### src/rtl/decode_execute_pkg.sv
// decode_execute_pkg: shared widths, ctrl bit positions, forward-select codes and helpers
package decode_execute_pkg;

    localparam int DATA_W = 32;
    localparam int CTRL_W = 10;

    localparam int CTRL_REGWRITE   = 9;
    localparam int CTRL_MEMWRITE   = 8;
    localparam int CTRL_MEMTOREG   = 7;
    localparam int CTRL_ALUSRC     = 6;
    localparam int CTRL_ALUCTRL_LO = 4;
    localparam int CTRL_FLAGWR_LO  = 2;
    localparam int CTRL_BRANCH     = 1;
    localparam int CTRL_PCSRC      = 0;

    localparam logic [3:0] PC_IDX = 4'hF;

    typedef enum logic [1:0] {
        FWD_REG = 2'b00,
        FWD_WB  = 2'b01,
        FWD_MEM = 2'b10
    } fwd_e;

    // r15 is never a forwarding target: its value comes from the PC path upstream
    function automatic logic hit(input logic [3:0] ra, input logic [3:0] wa, input logic we);
        return we && wa == ra && ra != PC_IDX;
    endfunction

    function automatic fwd_e fwd_sel(input logic [3:0] ra, input logic [3:0] wa_m, input logic we_m,
                                     input logic [3:0] wa_w, input logic we_w);
        return hit(ra, wa_m, we_m) ? FWD_MEM : hit(ra, wa_w, we_w) ? FWD_WB : FWD_REG;
    endfunction

endpackage

### src/rtl/decode_execute_if.sv
// decode_execute_if: decode inputs, M/W forwarding sources and execute-stage outputs
interface decode_execute_if #(
    parameter int DATA_W = decode_execute_pkg::DATA_W,
    parameter int CTRL_W = decode_execute_pkg::CTRL_W,
    parameter int CNT_W  = 16
);
    logic [DATA_W-1:0] rd1D, rd2D, extImmD, aluResultM, resultW;
    logic [DATA_W-1:0] srcAE, srcBE, writeDataE;
    logic [3:0]        ra1D, ra2D, wa3D, wa3M, wa3W, wa3E;
    logic [CTRL_W-1:0] ctrlD, ctrlE;
    logic              validD, regWriteM, regWriteW, holdE, flushE;
    logic              validE, stallD;
    logic [CNT_W-1:0]  stallCount;

    modport master (
        output rd1D, rd2D, extImmD, aluResultM, resultW, ra1D, ra2D, wa3D, wa3M, wa3W,
               ctrlD, validD, regWriteM, regWriteW, holdE, flushE,
        input  srcAE, srcBE, writeDataE, wa3E, ctrlE, validE, stallD, stallCount
    );

    modport slave (
        input  rd1D, rd2D, extImmD, aluResultM, resultW, ra1D, ra2D, wa3D, wa3M, wa3W,
               ctrlD, validD, regWriteM, regWriteW, holdE, flushE,
        output srcAE, srcBE, writeDataE, wa3E, ctrlE, validE, stallD, stallCount
    );
endinterface

### src/rtl/decode_execute_hazard_unit.sv
// hazard_unit: combinational D-side bypass, E-side forward selection and load-use detection
module hazard_unit
    import decode_execute_pkg::*;
(
    input  logic [3:0] ra1_d,
    input  logic [3:0] ra2_d,
    input  logic [3:0] ra1_e,
    input  logic [3:0] ra2_e,
    input  logic [3:0] wa3_e,
    input  logic       valid_e,
    input  logic       mem_to_reg_e,
    input  logic [3:0] wa3_m,
    input  logic       reg_write_m,
    input  logic [3:0] wa3_w,
    input  logic       reg_write_w,
    output logic       byp_a,
    output logic       byp_b,
    output fwd_e       sel_a,
    output fwd_e       sel_b,
    output logic       load_use
);

    // D-side bypass covers the register file being written on the same edge we capture
    assign byp_a = hit(ra1_d, wa3_w, reg_write_w);
    assign byp_b = hit(ra2_d, wa3_w, reg_write_w);

    assign sel_a = fwd_sel(ra1_e, wa3_m, reg_write_m, wa3_w, reg_write_w);
    assign sel_b = fwd_sel(ra2_e, wa3_m, reg_write_m, wa3_w, reg_write_w);

    assign load_use = valid_e && mem_to_reg_e && wa3_e != PC_IDX && (wa3_e == ra1_d || wa3_e == ra2_d);

endmodule

### src/rtl/decode_execute.sv
// decode_execute: D->E pipeline registers with operand forwarding, load-use stall and stall counter
module decode_execute #(
    parameter int DATA_W = decode_execute_pkg::DATA_W,
    parameter int CTRL_W = decode_execute_pkg::CTRL_W,
    parameter int CNT_W  = 16
) (
    input logic            clk,
    input logic            rst_n,
    decode_execute_if.slave bus
);
    import decode_execute_pkg::*;

    logic [DATA_W-1:0] a_e, b_e, imm_e, a_d, b_d, fwd_a, fwd_b;
    logic [3:0]        ra1_e, ra2_e, wa3_e;
    logic [CTRL_W-1:0] ctrl_e;
    logic              valid_e, load_use, byp_a, byp_b, stall;
    logic [CNT_W-1:0]  cnt;
    fwd_e              sel_a, sel_b;

    hazard_unit hu (
        .ra1_d       (bus.ra1D),
        .ra2_d       (bus.ra2D),
        .ra1_e       (ra1_e),
        .ra2_e       (ra2_e),
        .wa3_e       (wa3_e),
        .valid_e     (valid_e),
        .mem_to_reg_e(ctrl_e[CTRL_MEMTOREG]),
        .wa3_m       (bus.wa3M),
        .reg_write_m (bus.regWriteM),
        .wa3_w       (bus.wa3W),
        .reg_write_w (bus.regWriteW),
        .byp_a       (byp_a),
        .byp_b       (byp_b),
        .sel_a       (sel_a),
        .sel_b       (sel_b),
        .load_use    (load_use)
    );

    // gating by rst_n keeps stallD low the moment reset is asserted, even with holdE high
    assign stall = rst_n && (bus.holdE || load_use);

    assign a_d = byp_a ? bus.resultW : bus.rd1D;
    assign b_d = byp_b ? bus.resultW : bus.rd2D;

    always_comb begin
        fwd_a = sel_a == FWD_MEM ? bus.aluResultM : sel_a == FWD_WB ? bus.resultW : a_e;
        fwd_b = sel_b == FWD_MEM ? bus.aluResultM : sel_b == FWD_WB ? bus.resultW : b_e;
    end

    // operands are forced to zero during reset so live M/W forwarding cannot leak through
    assign bus.srcAE      = rst_n ? fwd_a : '0;
    assign bus.writeDataE = rst_n ? fwd_b : '0;
    assign bus.srcBE      = !rst_n ? '0 : ctrl_e[CTRL_ALUSRC] ? imm_e : fwd_b;
    assign bus.ctrlE      = ctrl_e;
    assign bus.wa3E       = wa3_e;
    assign bus.validE     = valid_e;
    assign bus.stallD     = stall;
    assign bus.stallCount = cnt;

    always_ff @(posedge clk or negedge rst_n) begin
        if (!rst_n) begin
            a_e     <= '0;
            b_e     <= '0;
            imm_e   <= '0;
            ra1_e   <= '0;
            ra2_e   <= '0;
            wa3_e   <= '0;
            ctrl_e  <= '0;
            valid_e <= 1'b0;
        end else if (!bus.holdE) begin
            if (bus.flushE || stall) begin
                valid_e <= 1'b0;
                ctrl_e  <= '0;
            end else begin
                a_e     <= a_d;
                b_e     <= b_d;
                imm_e   <= bus.extImmD;
                ra1_e   <= bus.ra1D;
                ra2_e   <= bus.ra2D;
                wa3_e   <= bus.wa3D;
                ctrl_e  <= bus.ctrlD;
                valid_e <= bus.validD;
            end
        end
    end

    always_ff @(posedge clk or negedge rst_n) begin
        if (!rst_n)
            cnt <= '0;
        else if (stall && !(&cnt))
            cnt <= cnt + 1'b1;
    end

endmodule

### src/flat_wrapper.sv
// flat-port wrapper written by rule: the top's interface ports become plain ports
module decode_execute_flat import decode_execute_pkg::*;
#(
    parameter int DATA_W = decode_execute_pkg::DATA_W,
    parameter int CTRL_W = decode_execute_pkg::CTRL_W,
    parameter int CNT_W  = 16
)
  (clk, rst_n, bus_rd1D, bus_rd2D, bus_extImmD, bus_aluResultM, bus_resultW, bus_ra1D, bus_ra2D, bus_wa3D, bus_wa3M, bus_wa3W, bus_ctrlD, bus_validD, bus_regWriteM, bus_regWriteW, bus_holdE, bus_flushE, bus_srcAE, bus_srcBE, bus_writeDataE, bus_wa3E, bus_ctrlE, bus_validE, bus_stallD, bus_stallCount);
  decode_execute_if #(.DATA_W(DATA_W), .CTRL_W(CTRL_W), .CNT_W(CNT_W)) bus_i ();
  input logic clk;
  input logic rst_n;
  input wire logic [$bits(bus_i.rd1D)-1:0] bus_rd1D;
  input wire logic [$bits(bus_i.rd2D)-1:0] bus_rd2D;
  input wire logic [$bits(bus_i.extImmD)-1:0] bus_extImmD;
  input wire logic [$bits(bus_i.aluResultM)-1:0] bus_aluResultM;
  input wire logic [$bits(bus_i.resultW)-1:0] bus_resultW;
  input wire logic [$bits(bus_i.ra1D)-1:0] bus_ra1D;
  input wire logic [$bits(bus_i.ra2D)-1:0] bus_ra2D;
  input wire logic [$bits(bus_i.wa3D)-1:0] bus_wa3D;
  input wire logic [$bits(bus_i.wa3M)-1:0] bus_wa3M;
  input wire logic [$bits(bus_i.wa3W)-1:0] bus_wa3W;
  input wire logic [$bits(bus_i.ctrlD)-1:0] bus_ctrlD;
  input wire logic [$bits(bus_i.validD)-1:0] bus_validD;
  input wire logic [$bits(bus_i.regWriteM)-1:0] bus_regWriteM;
  input wire logic [$bits(bus_i.regWriteW)-1:0] bus_regWriteW;
  input wire logic [$bits(bus_i.holdE)-1:0] bus_holdE;
  input wire logic [$bits(bus_i.flushE)-1:0] bus_flushE;
  output wire logic [$bits(bus_i.srcAE)-1:0] bus_srcAE;
  output wire logic [$bits(bus_i.srcBE)-1:0] bus_srcBE;
  output wire logic [$bits(bus_i.writeDataE)-1:0] bus_writeDataE;
  output wire logic [$bits(bus_i.wa3E)-1:0] bus_wa3E;
  output wire logic [$bits(bus_i.ctrlE)-1:0] bus_ctrlE;
  output wire logic [$bits(bus_i.validE)-1:0] bus_validE;
  output wire logic [$bits(bus_i.stallD)-1:0] bus_stallD;
  output wire logic [$bits(bus_i.stallCount)-1:0] bus_stallCount;
  assign bus_i.rd1D = bus_rd1D;
  assign bus_i.rd2D = bus_rd2D;
  assign bus_i.extImmD = bus_extImmD;
  assign bus_i.aluResultM = bus_aluResultM;
  assign bus_i.resultW = bus_resultW;
  assign bus_i.ra1D = bus_ra1D;
  assign bus_i.ra2D = bus_ra2D;
  assign bus_i.wa3D = bus_wa3D;
  assign bus_i.wa3M = bus_wa3M;
  assign bus_i.wa3W = bus_wa3W;
  assign bus_i.ctrlD = bus_ctrlD;
  assign bus_i.validD = bus_validD;
  assign bus_i.regWriteM = bus_regWriteM;
  assign bus_i.regWriteW = bus_regWriteW;
  assign bus_i.holdE = bus_holdE;
  assign bus_i.flushE = bus_flushE;
  assign bus_srcAE = bus_i.srcAE;
  assign bus_srcBE = bus_i.srcBE;
  assign bus_writeDataE = bus_i.writeDataE;
  assign bus_wa3E = bus_i.wa3E;
  assign bus_ctrlE = bus_i.ctrlE;
  assign bus_validE = bus_i.validE;
  assign bus_stallD = bus_i.stallD;
  assign bus_stallCount = bus_i.stallCount;
  decode_execute #(.DATA_W(DATA_W), .CTRL_W(CTRL_W), .CNT_W(CNT_W)) u_core (.clk(clk), .rst_n(rst_n), .bus(bus_i));
endmodule
### config.mk
export PLATFORM = sky130hd
export DESIGN_NAME = decode_execute_flat
export DESIGN_NICKNAME = d
export VERILOG_FILES = /design/src/rtl/decode_execute_pkg.sv /design/src/rtl/decode_execute_if.sv /design/src/rtl/decode_execute_hazard_unit.sv /design/src/rtl/decode_execute.sv /design/src/flat_wrapper.sv
export SDC_FILE = /design/constraint.sdc
export NUM_CORES = 1
export LEC_CHECK = 0
export CORE_MARGIN = 3
export CORE_UTILIZATION = 43
export DETAILED_ROUTE_END_ITERATION = 10
export PLACE_DENSITY = 0.85
export REMOVE_ABC_BUFFERS = 1
export SLEW_MARGIN = 20
export SYNTH_ARGS = -nofsm -noshare
export SYNTH_HDL_FRONTEND = slang
export SYNTH_HIERARCHICAL = 1
export SYNTH_SLANG_ARGS = --single-unit
### constraint.sdc
create_clock -name clk -period 2.4 [get_ports clk]
set_input_delay 0.24 -clock clk [delete_from_list [all_inputs] [get_ports clk]]
set_output_delay 0.24 -clock clk [all_outputs]
set_load 0.02 [all_outputs]
==> results.sh <==
export IMPL_fin_tns_setup_ps=-35080
export IMPL_post_route_drc_count=0
export IMPL_synthesis_area_um2=8710
export IMPL_internal_power_w=0.00581
export IMPL_worstMarginPinSlew_ps=443
export IMPL_rsz0062_at_grt="true"
export IMPL_slew_headroom_pct=70.5
export IMPL_clkLatencyLatePin_ps=420
export IMPL_sequentialPowerShare_pct=34.5
export IMPL_cts_root_buf="clkbuf_16"
export IMPL_syn_mean_instance_area_um2=10.0
export IMPL_grt_max_degree=45
export IMPL_instances_no_fill=1551
export IMPL_vias=8592
export IMPL_ant_nets=0
export IMPL_hold_violations=0
export IMPL_ioPinCount=325
export IMPL_track_usage_pct=28.8
export IMPL_yosysMostFrequentCell="mux2i_1"
export IMPL_row_count=51
export IMPL_power_share_clock_pct=26.9
export IMPL_antenna_found_initial=3
export IMPL_violations="setup timing"
export IMPL_crit_type="reg -> out"
export IMPL_numCtsBuffers=17
export IMPL_die_area_um2=22000
export IMPL_netSwitchingFraction_pct=33.3
export IMPL_power_density_nw_per_um2=607
export IMPL_gp_congestion=0.917
export IMPL_synth_common_cells="mux2i_1 (194), dfrtp_1 (135), nor2_1 (73)"
export IMPL_initial_core_util_pct=44.3
export IMPL_fin_ws_ps=-584
export IMPL_syn_to_final_growth_pct=64.7
export IMPL_wl_per_cell_um=21.2
export IMPL_synth_cells=867
export IMPL_cts_buffer_depth=2
export IMPL_maxSlewViolCount=0
export IMPL_nFillCells=1401
export IMPL_vias_per_cell=5.54
export IMPL_synth_seq_cells=135
export IMPL_synthTopCellsByArea="dfrtp_1 (39%), mux2i_1 (22%), mux2_2 (5.8%)"
export IMPL_clk_pin_slew_worst_paths_ps=60
export IMPL_synth_area_leader_cell="dfrtp_1"
export IMPL_die_y_um=148
export IMPL_comb_power_share_pct=38.6
export IMPL_portBuffers=324
export IMPL_fin_crit_ps=2980
export IMPL_drt_iter0_markers=431
export IMPL_period_share_pct=124
export IMPL_synth_top_area_share_pct=38.8
export IMPL_htreeDepth=4
export IMPL_arrival_ps=2740
export IMPL_drive_gt1_share_pct=29.4
export IMPL_hold_path_class="in -> async"
export IMPL_maxClockFrequency_ghz=0.335
export IMPL_skew_ps=10.3
export IMPL_synth_cell_types=43
export IMPL_overflow=0
export IMPL_dp_hpwl_um=22600
export IMPL_cp_start_kind="flip-flop"
export IMPL_die_w_um=148
export IMPL_nets=1470
export IMPL_grt_pass1_wl_um=49700
export IMPL_tritoncts="built"
export IMPL_multiInputGateArea_um2=5340
export IMPL_r2r_slack_ps=130
export IMPL_register_area_um2=3380
export IMPL_synth_top_flop_cell="dfrtp_1"
export IMPL_synth_edf_count=0
export IMPL_finalSetupViolCount=96
export IMPL_wirelength_um=32900
export IMPL_maxCapViolations=0
export IMPL_cts_sink_count=135
export IMPL_worstPathRequired_ps=2160
export IMPL_synthArstFlopShare_pct=100
export IMPL_ys_warn_count=6
export IMPL_path_max_fanout=9
export IMPL_endpoint_kind="output pin"
export IMPL_p_switching_w=0.00290
export IMPL_firstDrtPassIters=5
export IMPL_status="complete, but fails checks"
export IMPL_post_route_util_pct=73.0
export IMPL_peakVddDrop_v=0.000630
export IMPL_coreArea_um2=19700
export IMPL_ys_seq_area_share_pct=38.8
export IMPL_p_leak_nw=5.70
export IMPL_placed_cells=1484
export IMPL_grt_pass1_vias=9003
==> worst max-delay path, stage by stage (launching register included) <==
cell and delay (ps):
dfrtp_1 440, and2_1 200, a21oi_2 190, o221a_4 260, buf_12 140, buf_4 120, buf_12 140, mux2i_1 210
mux2i_1 130, mux2i_1 250, nor2b_1 90, buf_4 160
==> stage by stage <==
step / setup WS, ps / cell area, um2 / hold slack (ps) / power (W)
CTS: -481 / 14200 / 299 / 0.00861
global route: -685 / 14300 / 331 / 0.00909
detailed placement: -905 / 13000 / 179 / 0.00605
floorplan: -5270 / 8380 / -55.6 / 0.00446
global placement: -870 / 13000 / 173 / 0.00594
finish: -584 / 14300 / 301 / 0.00871
==> cell families (layout without fill, tap and decap cells) <==
group / Yosys count / in the layout / share of synthesized area (%)
AO/OA/AOI/OAI: 155 / 155 / 11.8
XOR/XNOR: 34 / 34 / 3.51
adder cells (fa/ha/maj): 1 / 1 / 0.144
buffers and inverters: 73 / 490 / 3.95
flip-flops: 135 / 135 / 38.8
multiplexers: 244 / 244 / 28.8
other: 0 / 2 / 0
AND/OR/NAND/NOR: 225 / 225 / 13.1
==> repair_timing <==
action                     4_1_cts  5_1_grt
hold buffers                     1        0
cloned                          11        0
gates resized for setup        625       53
hold endpoints to repair        17        0
setup buffers                   27        5
pin swaps                       51       11
setup endpoints to repair       97       97
==> placed cells by master (no fill, tap or decap), types with 32 or more instances in the layout <==
| cell | synthesis | final |
|---|---|---|
| mux2_2 | 45 | 45 |
| nor2b_1 | 36 | 34 |
| buf_4 | 4 | 135 |
| dfrtp_1 | 135 | 130 |
| nor2_1 | 73 | 70 |
| buf_6 | 3 | 46 |
| mux2i_1 | 194 | 184 |
| a21oi_1 | 67 | 64 |
| buf_12 | 0 | 32 |
| clkdlybuf4s50_1 | 0 | 226 |
==> worst paths after layout <==
| path | endpoint | cells after the start | startpoint |
|---|---|---|---|
| worst min-delay path | u_core/bus.stallCount[10] | 2 | rst_n |
| min in group clk | u_core/bus.ctrlE[9] | 2 | bus_ctrlD[9] |
| max in group asynchronous | u_core/ra1_e[3] | 4 | rst_n |
| worst min register to register | u_core/imm_e[26] | 1 | u_core/imm_e[26] |
| worst max-delay path | bus_srcBE[30] | 11 | u_core/ra2_e[3] |
| worst max register to register | u_core/a_e[24] | 11 | u_core/bus.wa3E[3] |
==> routing by layer <==
layer	track usage (%)	part of all wire, %
met1	33.3	38
met2	48.8	50
met3	9.32	9.0
met4	13.0	3.6
met5	0	0.040
==> power groups by stage <==
stage	combinational, W	clock (W)	sequential (W)
2_1_floorplan	0.00144	0	0.00303
3_3_place_gp	0.00297	0	0.00297
3_5_place_dp	0.00305	0	0.00300
4_1_cts	0.00326	0.00238	0.00298
5_1_grt	0.00357	0.00247	0.00305
6_report	0.00336	0.00235	0.00301
==> area by class of cell <==
class                           instances  share of cell area [%]
Multi-Input combinational cell        659                    37.2
Timing Repair Buffer                  456                    33.2
Sequential cell                       135                    23.6
Clock buffer                           27                    3.44
Tap cell                              265                    2.31
Clock inverter                          4                   0.140
Inverter                                3                  0.0785
Antenna cell                            2                  0.0349
==> sequential cells by signal (all words and copies together), names as in the netlist <==
signal and cells:
u_core/a_e 32, u_core/b_e 32, u_core/imm_e 32, u_core/bus.stallCount 16, u_core/bus.ctrlE 10, u_core/bus.wa3E 4
u_core/ra1_e 4, u_core/ra2_e 4, u_core/bus.validE 1
(Power assumes the default switching activity.)
